### src/rtl/gmii_rx_frame_pkg.sv
// Shared constants and types for the GMII receive frame parser and the CRC helper.
package gmii_rx_frame_pkg;

  localparam logic [7:0]  ETH_PREAMBLE  = 8'h55;
  localparam logic [7:0]  ETH_SFD       = 8'hD5;

  localparam logic [31:0] CRC32_POLY    = 32'hEDB88320;
  localparam logic [31:0] CRC32_INIT    = 32'hFFFFFFFF;
  localparam logic [31:0] CRC32_RESIDUE = 32'hDEBB20E3;

  // Number of trailing FCS bytes held back from the payload stream
  localparam int FCS_BYTES = 4;

  typedef enum logic [1:0] {
    IDLE,
    PRE,
    DATA,
    DROP
  } rx_state_t;

endpackage

### src/rtl/gmii_rx_frame_if.sv
// Byte stream bundle of the receive parser: PHY-side input byte/control and
// the payload stream toward the packet layer. The parser uses the master view.
interface gmii_rx_frame_if;

  logic [7:0] rx_data;
  logic [1:0] rx_ctl;
  logic [7:0] out_data;
  logic       out_valid;
  logic       out_last;
  logic       out_err;

  modport master (
    input  rx_data,
    input  rx_ctl,
    output out_data,
    output out_valid,
    output out_last,
    output out_err
  );

  modport slave (
    output rx_data,
    output rx_ctl,
    input  out_data,
    input  out_valid,
    input  out_last,
    input  out_err
  );

endinterface

### src/rtl/gmii_rx_frame_crc32_d8.sv
// Combinational CRC-32 update over one byte, LSB first as bits go on the wire.
// Shared with the transmit framer.
module crc32_d8
  import gmii_rx_frame_pkg::*;
(
  input  logic [31:0] crc_in,
  input  logic [7:0]  data,
  output logic [31:0] crc_out
);

  logic [31:0] c;

  // Walk the reflected LFSR eight times, one data bit per step
  always_comb begin
    c = crc_in;
    for (int i = 0; i < 8; i++) begin
      c = (c >> 1) ^ ({32{c[0] ^ data[i]}} & CRC32_POLY);
    end
    crc_out = c;
  end

endmodule

### src/rtl/gmii_rx_frame.sv
// Ethernet receive frame parser: strips preamble/SFD, holds back the FCS
// through a 4-byte window plus one pending byte, checks CRC/length/rx_er and
// emits payload as a valid/last/err stream. No backpressure is possible.
module gmii_rx_frame
  import gmii_rx_frame_pkg::*;
#(
  parameter int MAX_LEN = 1518,
  parameter int MIN_LEN = 64,
  parameter int CNT_W   = 16
) (
  input  logic             clk,
  input  logic             reset,
  gmii_rx_frame_if.master  bus,
  output logic [CNT_W-1:0] cnt_good,
  output logic [CNT_W-1:0] cnt_bad
);

  localparam int LEN_W = $clog2(MAX_LEN + 2);
  localparam logic [LEN_W-1:0] LEN_OVF        = LEN_W'(MAX_LEN + 1);
  localparam logic [LEN_W-1:0] LEN_MIN        = LEN_W'(MIN_LEN);
  localparam logic [LEN_W-1:0] LEN_FIRST_PEND = LEN_W'(FCS_BYTES + 1);
  localparam logic [LEN_W-1:0] LEN_FIRST_EMIT = LEN_W'(FCS_BYTES + 2);

  rx_state_t state, state_n;

  logic [31:0]                crc, crc_n, crc_calc;
  logic [LEN_W-1:0]           len, len_n, len_inc;
  logic [FCS_BYTES-1:0][7:0]  win, win_n;
  logic [7:0]                 pend, pend_n;
  logic                       sticky, sticky_n;
  logic [7:0]                 out_data_q, out_data_n;
  logic                       out_valid_q, out_valid_n;
  logic                       out_last_q, out_last_n;
  logic                       out_err_q, out_err_n;
  logic [CNT_W-1:0]           good_n, bad_n;
  logic                       dv, rx_er, frame_err;

  assign dv        = bus.rx_ctl[1];
  assign rx_er     = bus.rx_ctl[1] ^ bus.rx_ctl[0];
  assign len_inc   = len + LEN_W'(1);
  assign frame_err = sticky | (crc != CRC32_RESIDUE) | (len < LEN_MIN);

  assign bus.out_data  = out_data_q;
  assign bus.out_valid = out_valid_q;
  assign bus.out_last  = out_last_q;
  assign bus.out_err   = out_err_q;

  crc32_d8 u_crc (
    .crc_in  (crc),
    .data    (bus.rx_data),
    .crc_out (crc_calc)
  );

  // State register
  always_ff @(posedge clk) begin
    if (reset) state <= IDLE;
    else       state <= state_n;
  end

  // Next state, datapath updates and the output beat for this cycle
  always_comb begin
    state_n     = state;
    crc_n       = crc;
    len_n       = len;
    win_n       = win;
    pend_n      = pend;
    sticky_n    = sticky;
    out_data_n  = '0;
    out_valid_n = 1'b0;
    out_last_n  = 1'b0;
    out_err_n   = 1'b0;
    good_n      = cnt_good;
    bad_n       = cnt_bad;
    case (state)
      IDLE: begin
        crc_n    = CRC32_INIT;
        len_n    = '0;
        sticky_n = 1'b0;
        if (dv) begin
          if (bus.rx_data == ETH_PREAMBLE) state_n = PRE;
          else if (bus.rx_data == ETH_SFD) state_n = DATA;
          else                             state_n = DROP;
        end
      end
      PRE: begin
        crc_n    = CRC32_INIT;
        len_n    = '0;
        sticky_n = 1'b0;
        if (!dv)                              state_n = IDLE;
        else if (bus.rx_data == ETH_SFD)      state_n = DATA;
        else if (bus.rx_data != ETH_PREAMBLE) state_n = DROP;
      end
      DATA: begin
        if (dv) begin
          crc_n = crc_calc;
          len_n = len_inc;
          win_n = {win[FCS_BYTES-2:0], bus.rx_data};
          if (rx_er) sticky_n = 1'b1;
          if (len_inc == LEN_OVF) begin
            // Oversize: close the frame as bad on the byte still pending
            out_valid_n = 1'b1;
            out_last_n  = 1'b1;
            out_err_n   = 1'b1;
            out_data_n  = pend;
            bad_n       = cnt_bad + CNT_W'(1);
            state_n     = DROP;
          end else if (len_inc >= LEN_FIRST_PEND) begin
            pend_n = win[FCS_BYTES-1];
            if (len_inc >= LEN_FIRST_EMIT) begin
              out_valid_n = 1'b1;
              out_data_n  = pend;
            end
          end
        end else begin
          if (len >= LEN_FIRST_PEND) begin
            out_valid_n = 1'b1;
            out_last_n  = 1'b1;
            out_err_n   = frame_err;
            out_data_n  = pend;
            if (frame_err) bad_n  = cnt_bad + CNT_W'(1);
            else           good_n = cnt_good + CNT_W'(1);
          end else begin
            bad_n = cnt_bad + CNT_W'(1);
          end
          state_n = IDLE;
        end
      end
      DROP: begin
        if (!dv) state_n = IDLE;
      end
      default: state_n = IDLE;
    endcase
  end

  // Datapath, output and statistics registers
  always_ff @(posedge clk) begin
    if (reset) begin
      crc         <= CRC32_INIT;
      len         <= '0;
      win         <= '0;
      pend        <= '0;
      sticky      <= 1'b0;
      out_data_q  <= '0;
      out_valid_q <= 1'b0;
      out_last_q  <= 1'b0;
      out_err_q   <= 1'b0;
      cnt_good    <= '0;
      cnt_bad     <= '0;
    end else begin
      crc         <= crc_n;
      len         <= len_n;
      win         <= win_n;
      pend        <= pend_n;
      sticky      <= sticky_n;
      out_data_q  <= out_data_n;
      out_valid_q <= out_valid_n;
      out_last_q  <= out_last_n;
      out_err_q   <= out_err_n;
      cnt_good    <= good_n;
      cnt_bad     <= bad_n;
    end
  end

endmodule

### src/flat_wrapper.sv
// flat-port wrapper written by rule: the top's interface ports become plain ports
module gmii_rx_frame_flat import gmii_rx_frame_pkg::*;
#(
  parameter int MAX_LEN = 1518,
  parameter int MIN_LEN = 64,
  parameter int CNT_W   = 16
)
  (clk, reset, cnt_good, cnt_bad, bus_rx_data, bus_rx_ctl, bus_out_data, bus_out_valid, bus_out_last, bus_out_err);
  gmii_rx_frame_if bus_i ();
  input  logic clk;
  input  logic reset;
  output logic [CNT_W-1:0] cnt_good;
  output logic [CNT_W-1:0] cnt_bad;
  input wire logic [$bits(bus_i.rx_data)-1:0] bus_rx_data;
  input wire logic [$bits(bus_i.rx_ctl)-1:0] bus_rx_ctl;
  output wire logic [$bits(bus_i.out_data)-1:0] bus_out_data;
  output wire logic [$bits(bus_i.out_valid)-1:0] bus_out_valid;
  output wire logic [$bits(bus_i.out_last)-1:0] bus_out_last;
  output wire logic [$bits(bus_i.out_err)-1:0] bus_out_err;
  assign bus_i.rx_data = bus_rx_data;
  assign bus_i.rx_ctl = bus_rx_ctl;
  assign bus_out_data = bus_i.out_data;
  assign bus_out_valid = bus_i.out_valid;
  assign bus_out_last = bus_i.out_last;
  assign bus_out_err = bus_i.out_err;
  gmii_rx_frame #(.MAX_LEN(MAX_LEN), .MIN_LEN(MIN_LEN), .CNT_W(CNT_W)) u_core (.clk(clk), .reset(reset), .bus(bus_i), .cnt_good(cnt_good), .cnt_bad(cnt_bad));
endmodule
### config.mk
export PLATFORM = sky130hd
export DESIGN_NAME = gmii_rx_frame_flat
export DESIGN_NICKNAME = d
export VERILOG_FILES = /design/src/rtl/gmii_rx_frame_pkg.sv /design/src/rtl/gmii_rx_frame_if.sv /design/src/rtl/gmii_rx_frame_crc32_d8.sv /design/src/rtl/gmii_rx_frame.sv /design/src/flat_wrapper.sv
export SDC_FILE = /design/constraint.sdc
export NUM_CORES = 1
export LEC_CHECK = 0
export ABC_AREA = 1
export BUFFER_PORTS_ARGS = -buffer_cell sky130_fd_sc_hd__buf_2
export CAP_MARGIN = 10
export CORE_MARGIN = 4
export CORE_UTILIZATION = 30
export CTS_CLUSTER_SIZE = 30
export DETAILED_ROUTE_END_ITERATION = 8
export SETUP_SLACK_MARGIN = 0.05
export SKIP_CTS_REPAIR_TIMING = 1
export SLEW_MARGIN = 20
export SYNTH_ARGS = -nofsm -noshare
export SYNTH_HDL_FRONTEND = slang
export SYNTH_HIERARCHICAL = 1
export SYNTH_SLANG_ARGS = --single-unit
### constraint.sdc
create_clock -name clk -period 3.6 [get_ports clk]
set_input_delay 0.36 -clock clk [delete_from_list [all_inputs] [get_ports clk]]
set_output_delay 0.36 -clock clk [all_outputs]
set_load 0.01 [all_outputs]
==> impl_metrics.csv, run 1 <==
group,metric,value,unit
pwr,p_per_area,543,nW/um^2
worst_hold_path,min-delay-start,"bus_rx_ctl[0]",
worst_setup_path,endpoint_kind,"flop",
timing,tightestPinTransition,977,ps
pwr,power.total,0.00465,W
cts,clock_latency,420,ps
global_route,grt_pass1_wl,31.1,mm
worst_setup_path,r2r_start,"u_core/len[0]",
pwr,p_sw_share,34.3,%
synthesis,yosys.area.top_type,"dfxtp_1",
route,vias_per_cell,4.79,
worst_setup_path,crit_arrival,2930,ps
worst_setup_path,critPathMaxFanout,17,
final_layout,final_cells,1434,
synthesis,ys_types,47,
cts,cts_sinks,129,
worst_setup_path,path_class,"reg -> reg",
timing,finalCritPeriodShare,71.6,%
floorplan,die_height,165,um
synthesis,synth_fp_nets,1072,
pwr,p_int,0.00306,W
timing,hold_viol,0,
cts,cts_tree,"built",
final_layout,fin_nets,1116,
cts,clkTransAtPathRegs,60,ps
final_layout,fillers,2573,
final_layout,diodes,0,
synthesis,synthCells,1053,
place,post-place-ws,1000,ps
final_layout,area_growth,15.6,%
route,drt-pass1-iter-count,5,
pwr,p_comb_share,26.4,%
route,wl,19.2,mm
cts,htreeDepth,4,
global_route,antenna_found_initial,0,
synthesis,synth_edf_count,0,
worst_setup_path,crit_path_max_incr_delay,460,ps
synthesis,postSynth.topFlopCell,"dfxtp_1",
worst_setup_path,required,3950,ps
global_route,grt_pass1_vias,6157,
global_route,grt_overflow_total,0,
synthesis,synth.avg_cell_area,7.04,um^2
synthesis,ys_warn_count,6,
synthesis,ys_seq_area_share,34.8,%
synthesis,netlist_area,7410,um^2
worst_setup_path,crit_slowest_cell,"dfxtp_1",
floorplan,die_w,165,um
floorplan,dieArea,27300,um^2
worst_setup_path,critPathBufInv,1,
worst_setup_path,crit_path_frequent_cell,"nor2_1",
place,post-dp-hpwl,13.9,mm
timing,clock_skew,8.49,ps
cts,ctsLongestPathBuffers,2,
global_route,grt_usage,14.1,%
pwr,clkPwrFrac,37.1,%
floorplan,core,24300,um^2
timing,final.setup.worst_slack,1020,ps
pwr,seqPwrFrac,36.5,%
cts,cts_made_buffers,17,
timing,slew_headroom,34.6,%
timing,report.final.slew_viol_count,0,
worst_setup_path,cp-start-kind,"flop",
cts,clockRootBuffer,"clkbuf_16",
synthesis,ys_top_cells_by_count,"nand2_1, nor2_1, dfxtp_1",
place,gp_congestion,0.848,
timing,timing.fmax,388,MHz
worst_setup_path,cp_top_family,"simple AND/OR/NAND/NOR gates",
worst_hold_path,holdCritPathClass,"in -> reg",
final_layout,fin_util,35.2,%
worst_setup_path,critPathLaunch,"u_core/len[0]",
worst_setup_path,path_cells,"ha_1, nor2_1, nor2_4, nand2_1, nor3_2, nand3_2, o21ai_4, nand2_2, inv_1, nor2_1, nor2_1",
floorplan,ioPinCount,55,
pwr,switchingPower,0.00159,W
timing,setup_violations,0,
timing,finalCriticalPeriod,2580,ps
global_route,grt_max_degree,50,
pwr,leakage,3.71,nW
pwr,ir_drop,0.365,mV
place,dp.cells,1402,
timing,fin_tns_setup,0,ps
synthesis,yosys_register_bits,129,
synthesis,synth.top_cell.area_share,34.8,%
route,drc,0,
synthesis,ys_top_cells_by_area,"dfxtp_1, nand2_1, nor2_1",
synthesis,yosysMostFrequentCell,"nand2_1",
final_layout,drive_gt1_share,15.7,%
flow_run,cap_viol_max_count,0,
run_status,outcome,"completed",
final_layout,multi_input_area,4210,um^2
final_layout,seqCellArea,2580,um^2
route,route.vias.total,6874,
floorplan,row_count,57,
timing,grt_setup_unrepaired,"false",
place,io_buffers,54,
route,wire_per_inst,13.4,um
synthesis,async_flop_share,0,%
route,antenna_left,0,
route,drt_iter0_markers,558,
floorplan,initial_core_util,30.5,%
worst reg2reg max path, delay by kind of cell, from the launching register on:
kind	cells	cell delay, ps
AO/OA/AOI/OAI	1	410
adder cells (fa/ha/maj)	1	390
buffers and inverters	1	150
flip-flops	1	460
AND/OR/NAND/NOR	8	1120
state kept, by name (all words and copies together), names as in the netlist:
register / flops
u_core/crc: 32
u_core/win: 32
u_core/cnt_bad: 16
u_core/cnt_good: 16
u_core/len: 11
u_core/bus.out_data: 8
u_core/pend: 8
u_core/state: 2
u_core/bus.out_err: 1
u_core/bus.out_last: 1
u_core/bus.out_valid: 1
u_core/sticky: 1
layout by cell type, fill, tap and decap left out, types with 14 or more instances in the layout:
cell       netlist  routed
nand3_1         77      77
o21ai_0         41      41
a21oi_1         49      49
xnor2_1         19      19
nor2_1         130     128
nand2_4         14      14
xor2_1          44      44
clkbuf_16        0      17
dfxtp_1        129     129
nand2_1        243     243
buf_2            4      54
inv_1          105     105
nand4_1         23      23
nor3_1          22      22
a221o_1         20      20
nand2_2         19      19
logic make-up (layout without fill, tap and decap cells):
family	count (synthesis)	count (layout)	share of synthesized area [%]
simple gates	556	556	34.9
flops	129	129	34.8
compound gates	139	139	12.0
xor+xnor	68	68	8.69
fa+ha+maj	7	7	1.18
buf+inv	154	211	8.44
path summary, 6_finish.rpt:
| kind | cells after the start | end | slack, ps |
|---|---|---|---|
| worst max-delay path | 11 | u_core/cnt_bad[1] | 1020 |
| worst min register to register | 2 | u_core/bus.out_data[6] | 440 |
| worst max register to register | 11 | u_core/cnt_bad[1] | 1020 |
| worst min-delay path | 2 | u_core/sticky | 210 |
through the flow:
step,hold WS (ps),cell area (um^2)
2_1_floorplan,418,7410
3_3_place_gp,425,7970
3_5_place_dp,426,7970
4_1_cts,184,8570
5_1_grt,203,8570
6_report,214,8570
metal layers:
| layer | global-route usage, % | wire (um) | vias up |
|---|---|---|---|
| li1 | - | - | 3513 |
| met1 | 20.0 | 9290 | 3161 |
| met2 | 22.0 | 8700 | 185 |
| met3 | 2.31 | 1010 | 15 |
| met4 | 4.12 | 162 | 0 |
| met5 | 0 | 0 | - |
layout make-up:
type / instances / share of cell area (%)
flip-flops and latches: 129 / 30.1
clock inverters: 12 / 1.56
repair buffers: 61 / 3.77
multi-input cells: 770 / 49.1
clock buffers: 20 / 5.45
inverters: 118 / 5.26
well taps: 324 / 4.73
power groups by stage:
stage	Sequential [W]	Clock, W	Combinational, W
3_5_place_dp	0.00173	0	0.00122
3_3_place_gp	0.00172	0	0.00121
6_report	0.00170	0.00173	0.00123
4_1_cts	0.00170	0.00176	0.00123
5_1_grt	0.00172	0.00181	0.00137
2_1_floorplan	0.00168	0	0.000985
(Power assumes the default switching activity.)
==> run 2: changes to the inputs <==
--- a/config.mk
+++ b/config.mk
@@ -5,7 +5,7 @@
 export SDC_FILE = /design/constraint.sdc
 export NUM_CORES = 1
 export LEC_CHECK = 0
-export ABC_AREA = 1
+export ABC_AREA = 0
 export BUFFER_PORTS_ARGS = -buffer_cell sky130_fd_sc_hd__buf_2
 export CAP_MARGIN = 10
 export CORE_MARGIN = 4
==> constraint.sdc (replaced) <==
create_clock -name clk -period 2.5 [get_ports clk]
set_input_delay 0.25 -clock clk [delete_from_list [all_inputs] [get_ports clk]]
set_output_delay 0.25 -clock clk [all_outputs]
set_load 0.01 [all_outputs]
==> run 2 against run 1 <==
Against the previous run:
- count of clock-buffer cells in the layout down 3
- via count fell by 27%
- sequential share of layout area is 3.6 points higher
- combinational power down 50%
- critical path type unchanged
- worst setup slack worse by 850 ps
- routed wire length down 23%
- highest routed layer unchanged
- die area is 13% lower
- final cell count fell by 26%
- non-clock buffer count increased by 17
- area after synthesis decreased by 13%
- worst hold slack got worse by 82 ps
- final area shrank 11%
==> impl_metrics.csv, run 2 <==
group,metric,value,unit
place,post-dp-hpwl,9.98,mm
synthesis,yosys.area.top_type,"dfxtp_1",
floorplan,ioPinCount,55,
synthesis,ys_warn_count,6,
worst_setup_path,crit_end,"u_core/cnt_bad[13]",
timing,grt_setup_unrepaired,"true",
route,drt_iter0_markers,383,
synthesis,yosys_register_bits,129,
worst_setup_path,path_class,"reg -> reg",
worst_setup_path,r2r_start,"u_core/len[0]",
global_route,antenna_found_initial,0,
cts,ctsLongestPathBuffers,2,
floorplan,die_w,154,um
worst_hold_path,holdPathStages,3,
synthesis,ys_top_cells_by_area,"dfxtp_1, nand2_1, xnor2_1",
final_layout,layout_commonest_cell,"nand2_1",
route,drc,0,
cts,cts_made_buffers,17,
cts,htreeDepth,4,
worst_setup_path,critPathMaxFanout,7,
timing,tightestPinTransition,567,ps
worst_hold_path,holdCritPathClass,"in -> reg",
synthesis,synth.top_cell.area_share,40.2,%
pwr,ir_drop,0.435,mV
global_route,grt_pass1_vias,4638,
cts,clkTransAtPathRegs,60,ps
final_layout,area_growth,19.0,%
pwr,leakage,3.08,nW
floorplan,row_count,53,
worst_setup_path,r2r_slack,170,ps
floorplan,dieArea,23800,um^2
pwr,p_per_area,659,nW/um^2
route,route.vias.total,4999,
route,drt-pass1-iter-count,5,
timing,setup_violations,0,
final_layout,diodes,0,
worst_setup_path,rr_worst_depth,9,
worst_setup_path,cp-start-kind,"flop",
synthesis,ys_seq_area_share,40.2,%
synthesis,synth_edf_count,0,
floorplan,die_height,154,um
floorplan,core,21000,um^2
final_layout,layout_common_cells,"nand2_1, dfxtp_1, buf_2, a21oi_1, nor2_1",
synthesis,ys_types,60,
timing,fin_tns_setup,0,ps
synthesis,ys_top_cells_by_count,"nand2_1, dfxtp_1, a21oi_1",
global_route,grt_usage,12.5,%
synthesis,yosysMostFrequentCell,"nand2_1",
final_layout,reg.largest.list,"u_core/crc: 32 flops, u_core/win: 32 flops",
global_route,grt_overflow_total,0,
run_status,outcome,"completed",
timing,clock_skew,13.0,ps
cts,cts_sinks,129,
timing,timing.fmax,429,MHz
worst_setup_path,r2r-end,"u_core/cnt_bad[13]",
worst_setup_path,crit_arrival,2680,ps
place,io_buffers,54,
timing,finalCritPeriodShare,93.3,%
final_layout,fin_nets,796,
synthesis,postSynth.topFlopCell,"dfxtp_1",
place,gp_congestion,0.840,
worst_setup_path,endpoint_kind,"flop",
synthesis,async_flop_share,0,%
timing,hold_viol,0,
route,wire_per_inst,13.8,um
route,wl,14.7,mm
flow_run,cap_viol_max_count,0,
worst_setup_path,required,2840,ps
global_route,grt_pass1_wl,24.2,mm
floorplan,initial_core_util,30.6,%
synthesis,synth.avg_cell_area,8.92,um^2
worst_setup_path,critPathLaunch,"u_core/len[0]",
pwr,power.total,0.00505,W
route,antenna_left,0,
global_route,grt_max_degree,57,
final_layout,drive_gt1_share,19.0,%
timing,slew_headroom,62.2,%
route,vias_per_cell,4.70,
cts,clock_latency,420,ps
cts,cts_tree,"built",
timing,finalCriticalPeriod,2330,ps
synthesis,synth_fp_nets,740,
final_layout,fillers,2132,
cts,clockRootBuffer,"clkbuf_16",
timing,report.final.slew_viol_count,0,
synthesis,synthCells,721,
synthesis,netlist_area,6430,um^2
[run 2: worst min-delay path by stage]
stage | slack (ps) | from | end
floorplan | 390 | bus_rx_data[0] | u_core/win[0]
global placement | 440 | u_core/pend[0] | u_core/bus.out_data[0]
detailed placement | 440 | u_core/win[13] | u_core/win[21]
CTS | 110 | bus_rx_data[7] | u_core/win[7]
global route | 120 | bus_rx_data[7] | u_core/win[7]
finish | 130 | bus_rx_data[7] | u_core/win[7]
[run 2: metrics by stage]
step | utilization, % | area (um^2) | instances | hold WS, ps | setup WS, ps
floorplan | - | 6430 | 721 | 386 | 58.0
global placement | 33.5 | 7040 | 1032 | 438 | 155
detailed placement | 33.5 | 7040 | 1032 | 444 | 120
CTS | 36.2 | 7600 | 1063 | 113 | 99.0
global route | 36.4 | 7650 | 1064 | 119 | 34.3
finish | 36.4 | 7650 | 1064 | 132 | 167
[run 2: area by class of cell]
type / count / area [um^2] / share of cell area [%]
multi-input cells: 544 / 3690 / 48.2
flip-flops and latches: 129 / 2580 / 33.7
repair buffers: 78 / 450 / 5.89
clock buffers: 17 / 425 / 5.56
well taps: 275 / 344 / 4.50
clock inverters: 14 / 133 / 1.73
inverters: 7 / 26.3 / 0.343
[run 2: cell families after synthesis]
logic type / Yosys count / share of synthesized area [%]
mux: 11 / 1.73
fa+ha+maj: 7 / 1.36
compound gates: 92 / 8.91
xor+xnor: 91 / 18.7
simple gates: 343 / 26.0
flops: 129 / 40.2
buf+inv: 48 / 3.17
[run 2: worst max-delay path, cell delays in order (launching register included)]
cell	delay [ps]
dfxtp_1	310
ha_2	210
buf_4	160
and2_1	190
o211ai_1	210
o2bb2ai_2	150
and4_4	290
o2111ai_2	170
or4_1	420
a21oi_1	150
[run 2: report_power, final]
group          internal (W)  total (W)  switching (W)
registers           0.00208    0.00210      0.0000240
logic              0.000322   0.000620       0.000298
clock network       0.00137    0.00232       0.000948
total               0.00378    0.00505        0.00127
[run 2: metal layers]
| layer | global-route usage, % | vias up | routed length, um | share of wire, % |
|---|---|---|---|---|
| met2 | 19.9 | 95 | 7000 | 48 |
| met1 | 16.5 | 2327 | 6820 | 46 |
| met4 | 4.12 | 0 | 178 | 1.2 |
| met3 | 3.36 | 19 | 704 | 4.8 |
| li1 | - | 2558 | - | - |
| met5 | 0 | - | 0 | 0 |
